==> src/rtl/apb_cmd_master.sv <==
// ---------------------------------------------------------------------------
// apb_cmd_master
//   APB initiator that turns a valid/ready command into one APB transfer
//   (SETUP, then ACCESS with wait states) and returns the result on a held
//   valid/ready response port. An ACCESS-phase timeout aborts transfers to a
//   responder that never asserts ready.
//
// Ports
//   apbm_clk, apbm_reset_n      clock, synchronous active-low reset
//   cmd_valid/cmd_ready         command handshake
//   cmd_write/addr/wdata        command payload (sampled on accept)
//   rsp_valid/rsp_ready         response handshake (rsp_valid held)
//   rsp_rdata/slverr/timeout    response payload
//   apbm_sel/enable/write/address/wdata   APB request outputs
//   apbm_ready/slverr/rdata     APB completion inputs
// ---------------------------------------------------------------------------
module apb_cmd_master #(
  parameter int ADDR_WIDTH     = 8,
  parameter int DATA_WIDTH     = 8,
  parameter int TIMEOUT_CYCLES = 16
) (
  input  logic                  apbm_clk,
  input  logic                  apbm_reset_n,
  input  logic                  cmd_valid,
  output logic                  cmd_ready,
  input  logic                  cmd_write,
  input  logic [ADDR_WIDTH-1:0] cmd_addr,
  input  logic [DATA_WIDTH-1:0] cmd_wdata,
  output logic                  rsp_valid,
  input  logic                  rsp_ready,
  output logic [DATA_WIDTH-1:0] rsp_rdata,
  output logic                  rsp_slverr,
  output logic                  rsp_timeout,
  output logic                  apbm_sel,
  output logic                  apbm_enable,
  output logic                  apbm_write,
  output logic [ADDR_WIDTH-1:0] apbm_address,
  output logic [DATA_WIDTH-1:0] apbm_wdata,
  input  logic                  apbm_ready,
  input  logic                  apbm_slverr,
  input  logic [DATA_WIDTH-1:0] apbm_rdata
);

  // Counter is sized to hold TIMEOUT_CYCLES; keep at least one bit so the
  // disabled configuration still elaborates cleanly.
  localparam int TO_W = (TIMEOUT_CYCLES > 0) ? $clog2(TIMEOUT_CYCLES + 1) : 1;
  localparam logic [TO_W:0]   TO_LIMIT = (TO_W + 1)'(TIMEOUT_CYCLES);
  localparam logic [TO_W:0]   TO_ONE   = (TO_W + 1)'(1);
  localparam logic [TO_W-1:0] CNT_MAX  = '1;

  typedef enum logic [1:0] {
    IDLE   = 2'd0,
    SETUP  = 2'd1,
    ACCESS = 2'd2,
    RESP   = 2'd3
  } state_t;

  state_t          state;
  logic [TO_W-1:0] to_cnt;
  logic [TO_W:0]   to_cnt_inc;
  logic            to_expire;

  // One extra bit on the increment so the limit compare never aliases
  // through wrap-around.
  always_comb begin
    to_cnt_inc = {1'b0, to_cnt} + TO_ONE;
    to_expire  = (TIMEOUT_CYCLES != 0) && (to_cnt_inc == TO_LIMIT);
  end

  always_ff @(posedge apbm_clk) begin
    if (!apbm_reset_n) begin
      state        <= IDLE;
      cmd_ready    <= 1'b1;
      rsp_valid    <= 1'b0;
      rsp_rdata    <= '0;
      rsp_slverr   <= 1'b0;
      rsp_timeout  <= 1'b0;
      apbm_sel     <= 1'b0;
      apbm_enable  <= 1'b0;
      apbm_write   <= 1'b0;
      apbm_address <= '0;
      apbm_wdata   <= '0;
      to_cnt       <= '0;
    end else begin
      case (state)
        IDLE: begin
          // cmd_ready is registered high throughout IDLE, so cmd_valid alone
          // marks the accepting edge.
          if (cmd_valid) begin
            cmd_ready    <= 1'b0;
            apbm_sel     <= 1'b1;
            apbm_write   <= cmd_write;
            apbm_address <= cmd_addr;
            apbm_wdata   <= cmd_wdata;
            to_cnt       <= '0;
            state        <= SETUP;
          end
        end

        SETUP: begin
          apbm_enable <= 1'b1;
          state       <= ACCESS;
        end

        ACCESS: begin
          // Ready takes priority over a timeout expiring in the same cycle.
          if (apbm_ready) begin
            apbm_sel    <= 1'b0;
            apbm_enable <= 1'b0;
            rsp_valid   <= 1'b1;
            rsp_slverr  <= apbm_slverr;
            rsp_rdata   <= apbm_write ? '0 : apbm_rdata;
            rsp_timeout <= 1'b0;
            state       <= RESP;
          end else begin
            if (to_cnt != CNT_MAX) begin
              to_cnt <= to_cnt_inc[TO_W-1:0];
            end
            if (to_expire) begin
              apbm_sel    <= 1'b0;
              apbm_enable <= 1'b0;
              rsp_valid   <= 1'b1;
              rsp_slverr  <= 1'b1;
              rsp_rdata   <= '0;
              rsp_timeout <= 1'b1;
              state       <= RESP;
            end
          end
        end

        RESP: begin
          // Response payload is left in place after the handshake.
          if (rsp_ready) begin
            rsp_valid <= 1'b0;
            cmd_ready <= 1'b1;
            to_cnt    <= '0;
            state     <= IDLE;
          end
        end

        default: begin
          state <= IDLE;
        end
      endcase
    end
  end

endmodule

==> config.mk <==
export PLATFORM = sky130hd
export DESIGN_NAME = apb_cmd_master
export DESIGN_NICKNAME = d
export VERILOG_FILES = /design/src/rtl/apb_cmd_master.sv
export SDC_FILE = /design/constraint.sdc
export NUM_CORES = 1
export LEC_CHECK = 0
export ABC_AREA = 1
export CAP_MARGIN = 20
export CORE_AREA = 2 2 67 69
export DETAILED_ROUTE_END_ITERATION = 16
export DIE_AREA = 0 0 69 71
export HOLD_SLACK_MARGIN = 0.08
export PLACE_DENSITY_LB_ADDON = 0.05
export SLEW_MARGIN = 20
export SYNTH_ARGS = -nofsm -noshare
export SYNTH_HDL_FRONTEND = slang
export SYNTH_SLANG_ARGS = --single-unit
export TNS_END_PERCENT = 1
==> constraint.sdc <==
create_clock -name apbm_clk -period 1.8 [get_ports apbm_clk]
set_input_delay 0.27 -clock apbm_clk [delete_from_list [all_inputs] [get_ports apbm_clk]]
set_output_delay 0.27 -clock apbm_clk [all_outputs]
set_load 0.01 [all_outputs]
### After elaboration in Yosys (flattened, before gate mapping)

Index checks and enable logic that the tools add are counted.

* register bits after elaboration: 38
* bits of input ports: 31
* output and inout bits: 31
* word-level logic and storage cells: 65

* equal/unequal tests: 10
* reductions and logical operators: 15
* add/subtract/negate cells: 1
* mux-type cells: 27

Operator list (number)
* 2-to-1 mux 8 bit: 3
* 2-to-1 mux 5 bit: 4
* one-hot mux 5 bit (3 select lines): 1
* AND reduction 3 bit: 4
* 2-to-1 mux 1 bit: 10
* nonzero test 2 bit: 5
* 2-to-1 mux 2 bit: 4
* != test 2 bit (second input constant): 4
* one-hot mux 1 bit (2 select lines): 4
* one-hot mux 2 bit (4 select lines): 1
* adder 5 x 1 -> 6 bit (second input constant): 1
* == test 6 x 5 -> 1 bit (second input constant): 1
* AND reduction 2 bit: 3
* != test 5 bit (second input constant): 1
* AND reduction 5 bit: 1
* == test 2 bit (second input constant): 2
* != test 3 bit (second input constant): 1
* nonzero test 3 bit: 1
* == test 2 x 1 -> 1 bit (second input constant): 1
* zero test 2 bit: 1

### Logic depth before layout (Yosys ltp)

Gate-level depths: netlist of the first run.

* depth after elaboration: 5
* depth in mapped cells: 11
* gate-level depth less buffers: 11

### Least setup slack after synthesis of the first run

OpenSTA, ideal clock, no wires.

* path kind: register to register
* start point: register to_cnt[0]
* end point: register rsp_rdata[1]
* path buffers: 0
* slack: 0.153 ns
* clock period less this slack: 1.647 ns
* required time: 1.664 ns
* cell stages (with the launch flop): 12
* data arrival time: 1.511 ns
* library setup time: 0.136 ns
* cells stage by stage: dfxtp_1 ha_1 nand2_1 nor2_1 ha_1 nand3_1 nor2_1 nand2_2 nand2_2 nand2_4 nand2_1 a21oi_2

* longest elaborated chain between the ends: 4

Ends and longest elaborated chain
* from (decl): RTL line 59 `logic [TO_W-1:0] to_cnt;`
* from (signal assigned): RTL line 117 `to_cnt <= to_cnt_inc[TO_W-1:0];`
* adder 5 x 1 -> 6 bit: RTL line 66 `to_cnt_inc = {1'b0, to_cnt} + TO_ONE;`
* == test 6 x 5 -> 1 bit: RTL line 67 `to_expire = (TIMEOUT_CYCLES != 0) && (to_cnt_inc == TO_LIMIT);`
* nonzero test 2 bit (no source line)
* AND reduction 2 bit (no source line)
* to (signal assigned): RTL line 112 `rsp_rdata <= apbm_write ? '0 : apbm_rdata;`
* to (decl): RTL line 31 `output logic [DATA_WIDTH-1:0] rsp_rdata,`

No other way between the ends.
A chain may end at the register's enable or synchronous reset.

### Worst setup path in the final report of the first run

* start point: register to_cnt[0]
* end point: register rsp_rdata[0]

Same word-level chain as after synthesis.

==> parameters.txt, run 1 <==
Parameter                              Value

Run status
  Result of the run ... complete, no violations

Placed design
  Quantity of I/O buffers inserted on ports ... 61
  Final estimated routing congestion in global placement ... 0.822
  Number of instances in the placed design ... 318
  Detailed Place HPWL ... 2590 um

Drt
  Routed wire length per instance ... 11.3 um
  First DRT Iteration DRCs ... 68
  Via count ... 1480
  Routed wire length ... 3680 um
  Post-route DRC ... 0
  Count of antenna-violating nets left after detailed routing ... 0
  Average via count per standard cell ... 4.55
  Pre-antenna DRT Iters ... 4

Final layout
  Antenna cells ... 0
  Area occupied by multi-input gates ... 782 um2
  Post-layout util ... 57.0%
  Fillers ... 421
  Layout area overhead ... 51.2%
  Final non-filler cell total ... 325
  Area taken by flip-flops and latches ... 766 um2
  Share of post-route cells with drive strength above 1 ... 15.8%
  Final-stage net count ... 309

Floorplan
  Placeable core region ... 4200 um2
  I/O pins ... 62
  Die Ht ... 71 um
  Die X-Extent ... 69 um
  Std cell rows ... 24
  Starting density of the core ... 37.7%
  Die area ... 4900 um2

Worst setup path
  Critical path peak fanout ... 8
  Critical path's most frequent cell ... sky130_fd_sc_hd__nand2_2
  Critical-path cell with the highest stage delay ... sky130_fd_sc_hd__dfxtp_4
  Worst Setup End Kind ... register
  Critical Path Max Stage Delay ... 0.37 ns
  Crit Path Class ... reg -> reg
  Req. time, crit path ... 1.97 ns
  Category of the worst setup path launch point ... register
  Worst reg2reg path depth ... 11
  Arrival @ worst endpoint ... 1.87 ns
  Worst-path cell chain ... ha_4 > nand2_2 > nor2_1 > ha_1 > nand3_2 > nor2_4 > nand2_2 > nand2_2 > nand2_4 > nand2_1 > a21oi_1

STA
  Pins over their slew limit ... 0
  Clock skew after layout ... 0.00669 ns
  Fmax achieved ... 0.590 GHz
  Min cycle time layout ... 1.70 ns
  Count of final setup violators ... 0
  Remaining max-slew budget at the tightest pin ... 78.1%
  Final period util ... 94.2%
  Total negative slack for setup checks ... 0 ns
  Unrepaired setup endpoints after global routing ... false
  Transition time at the pin with the least slew margin ... 0.328 ns
  Final count of hold timing violations ... 0

Clock tree
  Level count of the clock H-tree ... 2
  Clock tree from TritonCTS ... done
  Clock-pin transition on the worst setup and hold timing paths ... 0.07 ns
  Sink count of the clock tree ... 38
  Clock Root Buffer ... sky130_fd_sc_hd__clkbuf_8
  Clock Tree Buf Depth ... 2
  Clock network latency to the later pin of the worst-skew pair ... 0.28 ns
  Clock buffer count from CTS ... 5

Synthesis
  Synth Warn # ... 0
  Portion of the post-synthesis area used by sequential elements ... 48.0%
  Unique cell type count in the Yosys netlist ... 22
  Avg Inst Size Synth ... 7.73 um2
  Flip-flop and latch count after synthesis ... 38
  Syn Nets ... 241
  Post-Syn Instances ... 205
  Cell area after technology mapping ... 1590 um2

Pwr
  Static Leakage ... 0.000926 uW
  Maximum vdd ir drop ... 0.469 mV
  Power density over the cells ... 911 nW/um2

Global routing
  Met2 usage ... 25.1%
  Wire length of the first global-routing pass ... 6270 um
  Total grt overflow ... 0
  GRT met3 Usage ... 6.55%
  Number of antenna violations at the first check in global routing ... 0
  Global-route track usage on met1 ... 19.9%
  Global routing's busiest layer ... met2
  Number of global-route vias before repair ... 1370
  Total routing resource utilization after global routing ... 16.0%
  Pin count of the biggest net entering global routing ... 22

Flow run
  Max-cap violations ... 0

Min path
  Depth of the worst hold-timing path ... 2
  Hold/Removal Path Class ... reg -> reg
[cell families (layout without fill, tap and decap cells)]
family,count (synthesis),count (layout),share of synthesized area (%)
adder cells (fa/ha/maj),5,5,3.95
buffers and inverters,21,89,5.05
AO/OA/AOI/OAI,43,43,15.8
AND/OR/NAND/NOR,98,98,27.2
flip-flops,38,38,48.0
[layout make-up]
class | instances | area share (%)
Tap cell | 52 | 2.71
Timing Repair Buffer | 66 | 27.0
Multi-Input combinational cell | 146 | 32.6
Clock buffer | 7 | 3.18
Sequential cell | 38 | 31.9
Inverter | 16 | 2.51
[path summary, 6_finish.rpt]
kind	start	endpoint	slack, ns
worst max-delay path	to_cnt[0]	rsp_rdata[0]	0.10
worst min-delay path	rsp_rdata[0]	rsp_rdata[0]	0.45
worst max register to register	to_cnt[0]	rsp_rdata[0]	0.10
worst min register to register	rsp_rdata[0]	rsp_rdata[0]	0.45
[report_power, final]
| group | internal (uW) | switching (uW) | leakage (uW) |
|---|---|---|---|
| clock network | 267 | 275 | 0.0000383 |
| registers | 939 | 53.1 | 0.000313 |
| logic | 332 | 318 | 0.000575 |
[Yosys cell counts, drive strengths merged]
library cell | count | area (um2)
nand2 | 47 | 201
nor2 | 43 | 169
dfxtp | 38 | 761
o21ai | 22 | 110
a21oi | 19 | 118
inv | 15 | 56.3
nand3 | 7 | 55.1
ha | 5 | 62.6
buf | 3 | 12.5
clkbuf | 2 | 7.51
a221o | 1 | 10.0
clkinv | 1 | 3.75
nand4 | 1 | 6.26
o211ai | 1 | 12.5
[worst max-delay path: cells and delay by family, from the launching register on]
kind            cells  cell delay (ns)
fa+ha+maj           2             0.47
simple gates        8             0.67
compound gates      1             0.05
flops               1             0.37
[sequential cells by signal, summed over array words and instances, names as in the netlist]
register      count
state             2
rsp_valid         1
apbm_sel          1
rsp_slverr        1
apbm_write        1
to_cnt            5
apbm_address      8
rsp_rdata         8
apbm_wdata        8
apbm_enable       1
cmd_ready         1
rsp_timeout       1
[metal layers]
layer | share of wire (%) | vias up | routed length [um]
met2 | 46 | 37 | 1680
met1 | 46 | 645 | 1680
li1 | - | 791 | -
met5 | 0 | - | 0
met4 | 1.4 | 0 | 51
met3 | 7.3 | 7 | 270
[cells in the final DEF, fill, tap and decap left out]
cell type	instances
sky130_fd_sc_hd__nor2_1	39
sky130_fd_sc_hd__ha_4	1
sky130_fd_sc_hd__nand2_1	36
sky130_fd_sc_hd__inv_2	3
sky130_fd_sc_hd__clkinv_1	1
sky130_fd_sc_hd__dfxtp_1	36
sky130_fd_sc_hd__nor2_2	3
sky130_fd_sc_hd__a221o_1	1
sky130_fd_sc_hd__nand3_2	5
sky130_fd_sc_hd__ha_1	4
sky130_fd_sc_hd__clkbuf_8	5
sky130_fd_sc_hd__dfxtp_2	1
sky130_fd_sc_hd__clkdlybuf4s50_1	61
sky130_fd_sc_hd__nand4_1	1
sky130_fd_sc_hd__nand2_4	2
sky130_fd_sc_hd__nand3_1	2
sky130_fd_sc_hd__nand2_2	9
sky130_fd_sc_hd__dfxtp_4	1
sky130_fd_sc_hd__a21oi_2	6
sky130_fd_sc_hd__o211ai_2	1
sky130_fd_sc_hd__o21ai_1	2
sky130_fd_sc_hd__o21ai_0	20
sky130_fd_sc_hd__clkbuf_1	2
sky130_fd_sc_hd__buf_4	5
sky130_fd_sc_hd__inv_1	12
sky130_fd_sc_hd__a21oi_1	13
sky130_fd_sc_hd__nor2_4	1
[through the flow]
stage | setup slack, ns | cell area (um2) | hold slack, ns | total power [uW]
6_report | 0.104 | 2400 | 0.452 | 2180
5_1_grt | 0.00708 | 2400 | 0.477 | 2330
4_1_cts | 0.0124 | 2350 | 0.457 | 2220
3_5_place_dp | 0.0276 | 2280 | 0.448 | 1660
3_3_place_gp | 0.0833 | 2280 | 0.448 | 1660
2_1_floorplan | 0.153 | 1590 | 0.412 | 1340
[timing repair]
item / in CTS / in global routing
hold buffers: 0 / 0
setup endpoints to repair: 0 / 14
buffers inserted: 0 / 0
resized for setup: 0 / 13
(Power assumes the default switching activity.)
==> run 2: changes to the inputs <==
--- a/config.mk
+++ b/config.mk
@@ -7,9 +7,9 @@
 export LEC_CHECK = 0
 export ABC_AREA = 1
 export CAP_MARGIN = 20
-export CORE_AREA = 2 2 67 69
+export CORE_AREA = 2 2 62 64
 export DETAILED_ROUTE_END_ITERATION = 16
-export DIE_AREA = 0 0 69 71
+export DIE_AREA = 0 0 64 66
 export HOLD_SLACK_MARGIN = 0.08
 export PLACE_DENSITY_LB_ADDON = 0.05
 export SLEW_MARGIN = 20
==> constraint.sdc (replaced) <==
create_clock -name apbm_clk -period 2.1 [get_ports apbm_clk]
set_input_delay 0.315 -clock apbm_clk [delete_from_list [all_inputs] [get_ports apbm_clk]]
set_output_delay 0.315 -clock apbm_clk [all_outputs]
set_load 0.01 [all_outputs]
==> run 2 against run 1 <==
Compared with the run above: global-route usage increased by 2.8 points; utilization up 9.1 points; sequential share of layout area rose by 0.47 points; clock-buffer cell count decreased by 1; via count grew 0.81%; register-to-register slack better by 0.15 ns; clock power fell by 5.5%; setup slack better by 0.15 ns; critical path depth is the same; power fell by 12%; design area shrank 2.1%.
==> parameters.txt, run 2 (synthesis results as in run 1) <==
Parameter                              Value

STA
  Remaining max-slew budget at the tightest pin ... 78.2% (+0.081 points)
  Hold WS ... 0.463 ns (+0.0103 ns)
  Count of final setup violators ... 0 (unchanged)
  Unrepaired setup endpoints after global routing ... false
  Total negative slack for setup checks ... 0 ns (unchanged)
  Min cycle time layout ... 1.85 ns (+0.152 ns)
  Clock skew after layout ... 0.00415 ns (-0.00254 ns)
  Pins over their slew limit ... 0 (unchanged)
  Final period util ... 88.0% (-6.2 points)
  Fmax achieved ... 0.541 GHz (-8.2%)
  Final count of hold timing violations ... 0 (unchanged)
  Transition time at the pin with the least slew margin ... 0.327 ns (-0.000868 ns)

Floorplan
  Die area ... 4220 um2 (-14%)
  Die X-Extent ... 64 um (-7.2%)
  Std cell rows ... 22 (-8.3%)
  Placeable core region ... 3550 um2 (-16%)
  I/O pins ... 62 (unchanged)
  Die Ht ... 66 um (-7.0%)
  Starting density of the core ... 44.6% (+6.9 points)

Clock tree
  Clock Root Buffer ... sky130_fd_sc_hd__clkbuf_4
  Sink count of the clock tree ... 38 (unchanged)
  Clock Tree Buf Depth ... 2 (unchanged)
  Clock-pin transition on the worst setup and hold timing paths ... 0.11 ns (+0.04 ns)
  Buffer count from post-CTS setup fixing ... 0 (unchanged)
  Clock network latency to the later pin of the worst-skew pair ... 0.34 ns (+0.06 ns)
  Clock buffer count from CTS ... 5 (unchanged)
  Level count of the clock H-tree ... 2 (unchanged)
  Clock tree from TritonCTS ... done
  Hold-fix buffers, CTS ... 0 (unchanged)
  Post-cts sizing count ... 0 (unchanged)

Final layout
  Fillers ... 326 (-23%)
  Post-layout util ... 66.1% (+9.1 points)
  Share of post-route cells with drive strength above 1 ... 12.5% (-3.3 points)
  Commonest cells after routing, fill and taps aside ... sky130_fd_sc_hd__clkdlybuf4s50_1, sky130_fd_sc_hd__nand2_1, sky130_fd_sc_hd__nor2_1
  Layout area overhead ... 48.1%
  Antenna cells ... 0 (unchanged)
  Leading cell type in the layout, fill and taps excluded ... sky130_fd_sc_hd__clkdlybuf4s50_1
  Biggest regs ... apbm_address (8), apbm_wdata (8), rsp_rdata (8)
  Final-stage net count ... 308 (-0.32%)

Drt
  Count of antenna-violating nets left after detailed routing ... 0 (unchanged)
  Pre-antenna DRT Iters ... 4 (unchanged)
  Routed wire length per instance ... 11.4 um (+0.43%)
  Routed wire length ... 3640 um (-1.1%)
  First DRT Iteration DRCs ... 64 (-5.9%)
  Via count ... 1492 (+0.81%)
  Average via count per standard cell ... 4.66 (+2.4%)
  Post-route DRC ... 0 (unchanged)

Pwr
  Maximum vdd ir drop ... 0.405 mV (-14%)
  Static Leakage ... 0.000925 uW (-0.11%)
  Power density over the cells ... 814 nW/um2 (-11%)

Placed design
  Detailed Place HPWL ... 2590 um (+0.29%)
  Quantity of I/O buffers inserted on ports ... 61 (unchanged)
  Final estimated routing congestion in global placement ... 0.854 (+4.0%)

Global routing
  Number of antenna violations at the first check in global routing ... 0 (unchanged)
  Number of global-route vias before repair ... 1366 (-0.29%)
  Pin count of the biggest net entering global routing ... 22 (unchanged)
  Total routing resource utilization after global routing ... 18.9% (+2.8 points)
  Total grt overflow ... 0 (unchanged)
  Wire length of the first global-routing pass ... 6130 um (-2.2%)

Min path
  Hold/Removal Path Class ... reg -> reg
  Depth of the worst hold-timing path ... 2 (unchanged)

Worst setup path
  Worst reg2reg path depth ... 11 (unchanged)
  Crit Path Class ... reg -> reg
  Arrival @ worst endpoint ... 2.09 ns (+0.22 ns)
  Critical path peak fanout ... 8 (unchanged)
  Category of the worst setup path launch point ... register
  Worst Setup End Kind ... register
  Req. time, crit path ... 2.34 ns (+0.37 ns)

Flow run
  Max-cap violations ... 0 (unchanged)

Run status
  Result of the run ... complete, no violations
[run 2: cell types whose count changed in the layout (fill, tap and decap cells not counted), moves of 2 or more]
cell,previous run,this run
sky130_fd_sc_hd__nand2_2,9,4
sky130_fd_sc_hd__clkbuf_8,5,1
sky130_fd_sc_hd__clkbuf_1,2,0
sky130_fd_sc_hd__dfxtp_1,36,38
sky130_fd_sc_hd__nand2_1,36,41
sky130_fd_sc_hd__clkbuf_4,0,5
[run 2: final timing paths]
kind / startpoint / end / slack, ns
min reg2reg: rsp_timeout / rsp_timeout / 0.46
min: rsp_timeout / rsp_timeout / 0.46
max reg2reg: to_cnt[0] / rsp_rdata[2] / 0.25
max: to_cnt[0] / rsp_rdata[2] / 0.25
[run 2: worst max-delay path, stage by stage (launching register included)]
cell,delay (ns)
sky130_fd_sc_hd__dfxtp_1,0.36
sky130_fd_sc_hd__ha_1,0.24
sky130_fd_sc_hd__nand2_1,0.09
sky130_fd_sc_hd__nor2_1,0.05
sky130_fd_sc_hd__ha_1,0.29
sky130_fd_sc_hd__nand3_1,0.10
sky130_fd_sc_hd__nor2_1,0.21
sky130_fd_sc_hd__nand2_2,0.11
sky130_fd_sc_hd__nand2_2,0.08
sky130_fd_sc_hd__nand2_4,0.08
sky130_fd_sc_hd__nand2_1,0.09
sky130_fd_sc_hd__a21oi_2,0.05
[run 2: routing by layer]
layer / routed length, um / vias up / GRT usage (%)
li1: - / 791 / -
met1: 1700 / 656 / 23.0
met2: 1670 / 41 / 30.3
met3: 233 / 4 / 7.67
met4: 28 / 0 / 5.98
met5: 0 / - / 0
[run 2: area by class of cell]
class,count,area [um2],area share [%]
clock buffers,6,51.3,2.19
clock inverters,1,30.0,1.28
well taps,48,60.1,2.56
inverters,16,60.1,2.56
repair buffers,65,641,27.3
multi-input cells,146,744,31.7
flip-flops and latches,38,761,32.4
[run 2: power by group]
| part | leakage [uW] | internal (uW) | total [uW] | switching [uW] |
|---|---|---|---|---|
| clock network | 0.0000443 | 277 | 511 | 234 |
| logic | 0.000569 | 278 | 549 | 271 |
| registers | 0.000311 | 804 | 850 | 46.0 |
[run 2: metrics by stage]
stage | cell area [um2] | worst slack (ns) | power [uW] | std cells
floorplan | 1590 | 0.453 | 1150 | 205
global placement | 2270 | 0.355 | 1410 | 313
detailed placement | 2270 | 0.358 | 1420 | 313
CTS | 2350 | 0.278 | 1930 | 320
global route | 2350 | 0.101 | 2030 | 320
finish | 2350 | 0.252 | 1910 | 320
==> run 3: changes to the inputs <==
--- a/config.mk
+++ b/config.mk
@@ -6,12 +6,13 @@
 export NUM_CORES = 1
 export LEC_CHECK = 0
 export ABC_AREA = 1
-export CAP_MARGIN = 20
+export CAP_MARGIN = 5
 export CORE_AREA = 2 2 62 64
 export DETAILED_ROUTE_END_ITERATION = 16
 export DIE_AREA = 0 0 64 66
 export HOLD_SLACK_MARGIN = 0.08
 export PLACE_DENSITY_LB_ADDON = 0.05
+export SKIP_LAST_GASP = 1
 export SLEW_MARGIN = 20
 export SYNTH_ARGS = -nofsm -noshare
 export SYNTH_HDL_FRONTEND = slang
==> results of run 3 <==
No change in the layout: final DEF, timing and power equal those of run 2.
